File: src/rtl/transpose_pp.sv
// transpose_pp: ping-pong matrix transposer.
// Columns fill one bank while the other drains rows.
module transpose_pp #(
  parameter int ROW_DIM    = 16,
  parameter int COL_DIM    = 16,
  parameter int DATA_WIDTH = 8
) (
  input  logic                          clk,
  input  logic                          reset,
  input  logic [$clog2(COL_DIM):0]      cfg_cols,
  input  logic [$clog2(ROW_DIM):0]      cfg_rows,
  input  logic                          in_valid,
  output logic                          in_ready,
  input  logic [ROW_DIM*DATA_WIDTH-1:0] in_data,
  output logic                          out_valid,
  input  logic                          out_ready,
  output logic [COL_DIM*DATA_WIDTH-1:0] out_data,
  output logic                          out_last,
  output logic                          busy
);

  localparam int CW  = $clog2(COL_DIM) + 1;
  localparam int RW  = $clog2(ROW_DIM) + 1;
  localparam int CIW = (COL_DIM > 1) ? $clog2(COL_DIM) : 1;
  localparam int RIW = (ROW_DIM > 1) ? $clog2(ROW_DIM) : 1;

  typedef enum logic [1:0] {
    EMPTY,
    FILLING,
    FULL,
    DRAINING
  } bank_st_e;

  logic [1:0]     bank_full;
  logic           wr_bank;
  logic           rd_bank;
  logic [CIW-1:0] wr_cnt;
  logic [RIW-1:0] rd_cnt;
  logic [CW-1:0]  c_q [2];
  logic [RW-1:0]  r_q [2];

  logic           wr_first;
  logic [CW-1:0]  wr_c;
  logic           wr_fire;
  logic           wr_done;
  logic [CW-1:0]  rd_c;
  logic [RW-1:0]  rd_r;
  logic           rd_fire;
  logic           rd_done;

  function automatic logic [CW-1:0] clamp_c(
    input logic [CW-1:0] v
  );
    if (v == '0)
      return CW'(1);
    if (v > CW'(COL_DIM))
      return CW'(COL_DIM);
    return v;
  endfunction

  function automatic logic [RW-1:0] clamp_r(
    input logic [RW-1:0] v
  );
    if (v == '0)
      return RW'(1);
    if (v > RW'(ROW_DIM))
      return RW'(ROW_DIM);
    return v;
  endfunction

  // Write side: the tile size is live on the
  // first beat so a one-column tile completes at once.
  assign in_ready = !bank_full[wr_bank];
  assign wr_fire  = in_valid && in_ready;
  assign wr_first = (wr_cnt == '0);
  assign wr_c     = wr_first ? clamp_c(cfg_cols)
                             : c_q[wr_bank];
  assign wr_done  = wr_fire &&
                    (CW'(wr_cnt) == wr_c - CW'(1));

  // Read side status from registered state only.
  assign rd_c      = c_q[rd_bank];
  assign rd_r      = r_q[rd_bank];
  assign out_valid = bank_full[rd_bank];
  assign out_last  = out_valid &&
                     (RW'(rd_cnt) == rd_r - RW'(1));
  assign rd_fire   = out_valid && out_ready;
  assign rd_done   = rd_fire && out_last;

  assign busy = (|bank_full) || (wr_cnt != '0);

  // Per-bank lifecycle; full covers FULL and DRAINING.
  for (genvar b = 0; b < 2; b++) begin : gen_bank
    bank_st_e st_q;
    bank_st_e st_d;
    logic     wr_hit;
    logic     rd_hit;

    assign wr_hit = wr_fire && (wr_bank == 1'(b));
    assign rd_hit = rd_fire && (rd_bank == 1'(b));
    assign bank_full[b] = (st_q == FULL) ||
                          (st_q == DRAINING);

    // Bank state register.
    always_ff @(posedge clk or negedge reset) begin
      if (!reset)
        st_q <= EMPTY;
      else
        st_q <= st_d;
    end

    // Bank next state from write and read events.
    always_comb begin
      st_d = st_q;
      unique case (st_q)
        EMPTY: begin
          if (wr_hit)
            st_d = wr_done ? FULL : FILLING;
        end
        FILLING: begin
          if (wr_hit && wr_done)
            st_d = FULL;
        end
        FULL: begin
          if (rd_hit)
            st_d = rd_done ? EMPTY : DRAINING;
        end
        DRAINING: begin
          if (rd_hit && rd_done)
            st_d = EMPTY;
        end
        default: st_d = EMPTY;
      endcase
    end
  end

  // Write pointer, column counter, tile size latch.
  always_ff @(posedge clk or negedge reset) begin
    if (!reset) begin
      wr_bank <= 1'b0;
      wr_cnt  <= '0;
      c_q[0]  <= CW'(1);
      c_q[1]  <= CW'(1);
      r_q[0]  <= RW'(1);
      r_q[1]  <= RW'(1);
    end else if (wr_fire) begin
      if (wr_first) begin
        c_q[wr_bank] <= clamp_c(cfg_cols);
        r_q[wr_bank] <= clamp_r(cfg_rows);
      end
      if (wr_done) begin
        wr_cnt  <= '0;
        wr_bank <= ~wr_bank;
      end else begin
        wr_cnt <= wr_cnt + CIW'(1);
      end
    end
  end

  // Read pointer and row counter.
  always_ff @(posedge clk or negedge reset) begin
    if (!reset) begin
      rd_bank <= 1'b0;
      rd_cnt  <= '0;
    end else if (rd_fire) begin
      if (rd_done) begin
        rd_cnt  <= '0;
        rd_bank <= ~rd_bank;
      end else begin
        rd_cnt <= rd_cnt + RIW'(1);
      end
    end
  end

  // Column storage; each column holds a whole
  // input beat per bank, so a row read picks one
  // lane from every column.
  for (genvar c = 0; c < COL_DIM; c++) begin : gen_col
    logic [ROW_DIM-1:0][DATA_WIDTH-1:0] col_mem [2];
    logic                               lane_on;

    // Capture the beat into this column's bank slot.
    always_ff @(posedge clk) begin
      if (wr_fire && (wr_cnt == CIW'(c)))
        col_mem[wr_bank] <= in_data;
    end

    assign lane_on = out_valid && (CW'(c) < rd_c);
    assign out_data[c*DATA_WIDTH +: DATA_WIDTH] =
      lane_on ? col_mem[rd_bank][rd_cnt] : '0;
  end

endmodule

File: config.mk
export PLATFORM = sky130hd
export DESIGN_NAME = transpose_pp
export DESIGN_NICKNAME = d
export VERILOG_FILES = /design/src/rtl/transpose_pp.sv
export SDC_FILE = /design/constraint.sdc
export NUM_CORES = 2
export LEC_CHECK = 0
export CAP_MARGIN = 40
export CORE_MARGIN = 2
export CORE_UTILIZATION = 57
export CTS_CLUSTER_DIAMETER = 120
export CTS_CLUSTER_SIZE = 28
export DETAILED_ROUTE_END_ITERATION = 7
export DONT_BUFFER_PORTS = 1
export GPL_TIMING_DRIVEN = 0
export HOLD_SLACK_MARGIN = 0.03
export PLACE_DENSITY = 0.73
export SLEW_MARGIN = 15
export SYNTH_ARGS = -nofsm -noshare
export SYNTH_HDL_FRONTEND = slang
export SYNTH_SLANG_ARGS = --single-unit
File: constraint.sdc
create_clock -name clk -period 6.7 [get_ports clk]
set_clock_uncertainty 0.15 [all_clocks]
set_input_delay 0.67 -clock clk [delete_from_list [all_inputs] [get_ports clk]]
set_output_delay 0.67 -clock clk [all_outputs]
set_load 0.01 [all_outputs]
Yosys cells after proc, flatten, opt, wreduce, memory -nomap -nowiden
Memory sizes are Yosys's and may differ from the RTL's. Cells that the tools add are included.

Memories: 16. Bits in read-only memories: 0. Bits in writable memories: 4096. Word-level logic and storage cells: 292. Bits in latches: 0. Output and inout port bits: 132. Register bits after elaboration: 34.

Reduce and logical (&&, ||, !) cells: 62. Add/sub/neg operators: 4. Shift-type cells: 0. Mux-type cells: 141. Magnitude comparators: 24. Bitwise logic cells: 4. $mul: 0. Div/mod/pow operators: 0. Eq/ne operators: 31.

Memories: gen_col[0].col_mem (depth 2, width 128, rd ports 1, clocked after Yosys merged registers in 0, write ports 1, line 179) `logic [ROW_DIM-1:0][DATA_WIDTH-1:0] col_mem [2];`; gen_col[10].col_mem (depth 2, width 128, rd ports 1, clocked after Yosys merged registers in 0, write ports 1, line 179); gen_col[11].col_mem (depth 2, width 128, rd ports 1, clocked after Yosys merged registers in 0, write ports 1, line 179); gen_col[12].col_mem (depth 2, width 128, rd ports 1, clocked after Yosys merged registers in 0, write ports 1, line 179); gen_col[13].col_mem (depth 2, width 128, rd ports 1, clocked after Yosys merged registers in 0, write ports 1, line 179); gen_col[14].col_mem (depth 2, width 128, rd ports 1, clocked after Yosys merged registers in 0, write ports 1, line 179); +10 memories.

Operators with widths (number): $bmux 8 s4 (16); $mux 8 (32); $mux 5 (25); $mux 1 (51); $logic_and 1x1->1 (46); $lt 4x5->1 const A (8); $eq 4x4->1 const B (8); $bwmux 10 (2); $lt 3x5->1 const A (4); $mux 2 (10); $eq 4x3->1 const B (4); $pmux 2 s4 (2); $ne 2x2->1 const B (6); $eq 4x5->1 (2); $gt 5x5->1 const B (2); $logic_not 5->1 (2); $lt 1x5->1 const A (2); $lt 2x5->1 const A (2); $sub 5x1->5 const B (2); $add 4x1->4 const B (2); $eq 2x2->1 const B (4); $eq 4x2->1 const B (2); $mux 4 (2); $reduce_and 4->1 (2); 17 further kinds (28).

Logic depth before layout (Yosys ltp)
Depth after elaboration: 15. Gate-level depth with buffers: 12. Depth with buffers taken out: 11.

Worst setup path before layout
No wires, ideal clock.

Path kind: register -> register. From: register gen_bank[0].st_q[1]. To: memory gen_col[11].col_mem[1][0] in the netlist's numbering, enable pin. Clock period less this slack: 7.552 ns. Buffers on the path: 2. Required time: 5.933 ns. Stages on the path, launching flop included: 7. Arrival time: 6.785 ns. Slack: -0.852 ns. Cells stage by stage: dfrtp_1 -> clkbuf_1 -> mux2i_1 -> and2_1 -> clkbuf_1 -> nand2_1 -> nor2_1.

Cells in the longest elaborated chain, start to end: 9.

Ends and longest elaborated chain: start, declared (line 94) `bank_st_e st_q;`; start signal, assigned (line 109) `st_q <= st_d;`; $eq 2x2->1, on equally long branches (line 101, 102); $logic_or 1x1->1 (*) (line 101) `assign bank_full[b] = (st_q == FULL) ||`; $mux 1 (implied by the code) (*) (2 in a row) (line 73) `assign in_ready = !bank_full[wr_bank];`; $logic_not 1->1 (*) (line 73); via in_ready (line 13) `output logic in_ready,`; $logic_and 1x1->1 (*) (line 74) `assign wr_fire = in_valid && in_ready;`; $logic_and 1x1->1 (*) (line 184) `if (wr_fire && (wr_cnt == CIW'(c)))`; $mux 1 (*) (line 184); $mux 1 (implied by the code) (*) (line 185) `col_mem[wr_bank] <= in_data;`; end, declared (line 179).

Mark *: on every way through the listed nets, which the timed path passes. The rest lies on a longest branch. The select of a mux whose other input is x is not followed.

Worst setup path after layout
From: register rd_bank. To: output port out_data[50].

Cells in the longest elaborated chain, start to end: 7.

Ends and longest elaborated chain: start, declared (line 36) `logic rd_bank;`; start signal, assigned (line 168) `rd_bank <= ~rd_bank;`; $not 1->2 (implied by the code) (line 82) `assign rd_c = c_q[rd_bank];`; $mux 5 (implied by the code) (3 in a row) (line 82); $lt 3x5->1 (line 188) `assign lane_on = out_valid && (CW'(c) < rd_c);`; $logic_and 1x1->1 (line 188); $mux 8 (*) (line 190) `lane_on ? col_mem[rd_bank][rd_cnt] : '0;`; end, declared (line 17) `output logic [COL_DIM*DATA_WIDTH-1:0] out_data,`.

Every way passes the cells marked *; elsewhere a longest branch is shown, timed or not. The select of a mux whose other input is x is not followed.

==> impl_metrics.yaml <==
run_status:
  status: "finished with violations"
  violations: "setup timing"
global_routing:
  grt_pass1_vias: 76912
  grt_overflow: 0
  grtUsageTotal_pct: 35.9
  grt_pass1_wl_um: 666000
  grt_max_degree: 67
  antenna_found_initial: 46
sta:
  slew_viol_final: 0
  post-route-period-util_pct: 103
  holdWs_ns: 0.0525
  setup_viol: 6
  worst_slack_ns: -0.226
  max_slew_margin_pct: 32.8
  fin_crit_ns: 6.93
  fmax_ghz: 0.144
  rsz0062_at_grt: "no"
  worst-slew-pin-transition_ns: 1.02
  hold_viol: 0
routing:
  drt_iter0_markers: 17559
  dr.pass1.iters: 6
  drc: 0
  wire_per_inst_um: 45.9
  routed_wl_um: 499000
  vias_per_cell: 7.38
  ant_nets: 0
  vias: 80146
synth:
  synthFlopType: "edfxtp_1"
  synth_cell_types: 55
  yosys_warnings: 0
  avgSynthCellArea_sq_um: 24.7
  synth_seq_area_share_pct: 78.7
  synth_nets: 6532
  synth_area_sq_um: 157000
  syn_inst: 6383
  ys_seq_elements: 4129
  synth_edf_count: 4096
  async_flop_share_pct: 0.799
setup_path:
  path_delay_family: "buffers and inverters"
  path_buf_inv: 5
  cp-start-kind: "register"
  crit_top_cell: "buf_2"
  cp.required_ns: 5.88
  cp_slowest_cell: "buf_2"
  cpPeakStageDelay_ns: 0.86
  critPathMaxFanout: 16
  cp-end-kind: "output port"
  worstSetupPathType: "register to output port"
  worstPathCellList: "buf_2 -> buf_2 -> buf_2 -> buf_2 -> mux4_2 -> mux2i_1 -> nor2_1 -> a21oi_1 -> o22ai_1 -> buf_4"
  arrival_ns: 6.11
die:
  num_rows: 192
  die_w_um: 530
  die_y_um: 530
  dieArea_sq_um: 280000
  ios: 274
  core_region_area_sq_um: 274000
  initial_utilization_pct: 57.4
finish:
  ff_latch_area_sq_um: 124000
  layout_common_cells: "edfxtp_1, mux4_2, clkbuf_16"
  area_growth_pct: 12.5
  fin_nets: 7283
  nFillCells: 16979
  final_common_cell: "edfxtp_1"
  drive_gt1_share_pct: 29.8
  stdcell_area_sq_um: 177000
  multiInputGateArea_sq_um: 32200
placement:
  dp_hpwl_um: 312000
  io_buffers: 0
  dpl_cell_area_sq_um: 168000
  gp_congestion: 1.02
power_and_ir_drop:
  p_leak_nw: 53.7
  power.density_nw_per_um2: 373
  ir_drop_mv: 0.224
  total_power_mw: 66.0
clock_network:
  cts_tree: "done"
  worstSkewPairLatency_ns: 0.91
  clk_path_buf_depth: 4
  cts.sinks: 4129
  cts_resized: 0
  numCtsBuffers: 173
  clk_pin_slew_worst_paths_ns: 0.11
  htreeDepth: 4
  cts-root-buf: "clkbuf_16"
hold_path:
  hold_class: "primary input to register"
run:
  maxCapViolations: 0
## worst paths after layout
check,startpoint,to,depth (start not counted),slack (ns)
setup / recovery,rd_bank,out_data[50],10,-0.23
hold / removal,cfg_cols[0],c_q[0],3,0.05
setup reg to reg,rd_cnt[1],rd_cnt[3],9,2.12
hold reg to reg,r_q[1],r_q[1],2,0.35
max in group asynchronous,reset,c_q[5],2,6.06
min in group asynchronous,reset,r_q[4],2,0.08
## tightest hold or removal path, stage by stage
cell,delay (ns)
nor2_1,0.08
nor2_1,0.10
mux2_2,0.27
## timing repair
| item | in CTS | in global routing |
|---|---|---|
| endpoints found under the hold margin | 4154 | 0 |
| hold buffers | 268 | 0 |
| setup buffers | 0 | 0 |
## synth_stat cells (all sizes together), types with 3 or more instances
master,count,area [sq um]
mux2i,69,691
nor2b,36,225
mux4,1225,27600
nor3,7,35.0
dfstp,4,105
clkbuf,169,634
inv,67,251
a21oi,66,330
nand2b,6,37.5
nand2,44,165
o21a,3,22.5
ha,7,87.6
mux2,35,402
a22o,87,764
nand3,15,75.1
a211oi,41,308
a31oi,7,43.8
edfxtp,4096,123000
buf,161,800
o21ai,35,175
nor2,87,327
xnor2,6,52.6
or2,3,18.8
dfrtp,29,726
o22ai,42,263
or3,9,56.3
## flip-flops by register name, indices dropped and copies added (netlist names)
signal,cells
rd_cnt,4
wr_bank,1
r_q,10
c_q,10
gen_bank.st_q,3
wr_cnt,4
rd_bank,1
gen_col.col_mem,4096
## where the power goes
part	total (mW)	switching [mW]	leakage [nW]	internal, mW
Clock	12.3	7.52	2.21	4.79
Combinational	23.6	14.9	14.2	8.75
Sequential	30.1	0.355	37.3	29.7
Total	66.0	22.7	53.7	43.3
## metrics by stage
stage	cells	TNS [ns]	util [%]	setup WS, ns
floorplan	6383	-3134.94	-	-0.852
global placement	10069	-	59.1	-6.25
detailed placement	10362	0	61.2	1.10
CTS	10824	0	64.5	0.138
global route	10844	0	64.6	0.0312
finish	10867	-0.398	64.6	-0.226
## layer usage
metal | vias up | routed length [um] | global-route usage, %
met5 | - | 121 | 0.239
met4 | 8 | 37600 | 21.5
met3 | 1134 | 79700 | 11.6
met2 | 7751 | 223000 | 52.6
met1 | 42313 | 158000 | 47.5
li1 | 28940 | - | -
## kinds of logic (layout without fill, tap and decap cells)
group / count (synthesis) / count (layout) / synth area share [%]
AND/OR/NAND/NOR: 219 / 219 / 0.660
flip-flops: 4129 / 4129 / 78.7
buffers and inverters: 398 / 1168 / 1.07
XOR/XNOR: 8 / 8 / 0.0445
multiplexers: 1329 / 1329 / 18.2
adder cells (fa/ha/maj): 7 / 7 / 0.0556
AO/OA/AOI/OAI: 293 / 293 / 1.29
other: 0 / 28 / 0
## final cells by class
| cell class | instances | area share [%] |
|---|---|---|
| plain buffers | 330 | 0.846 |
| flip-flops and latches | 4129 | 69.9 |
| clock buffers | 189 | 2.51 |
| well taps | 3686 | 2.60 |
| repair buffers | 576 | 5.67 |
| inverters | 68 | 0.153 |
| clock inverters | 5 | 0.0360 |
| diodes | 28 | 0.0396 |
| multi-input cells | 1856 | 18.2 |
Power figures use the tool's default switching activity.
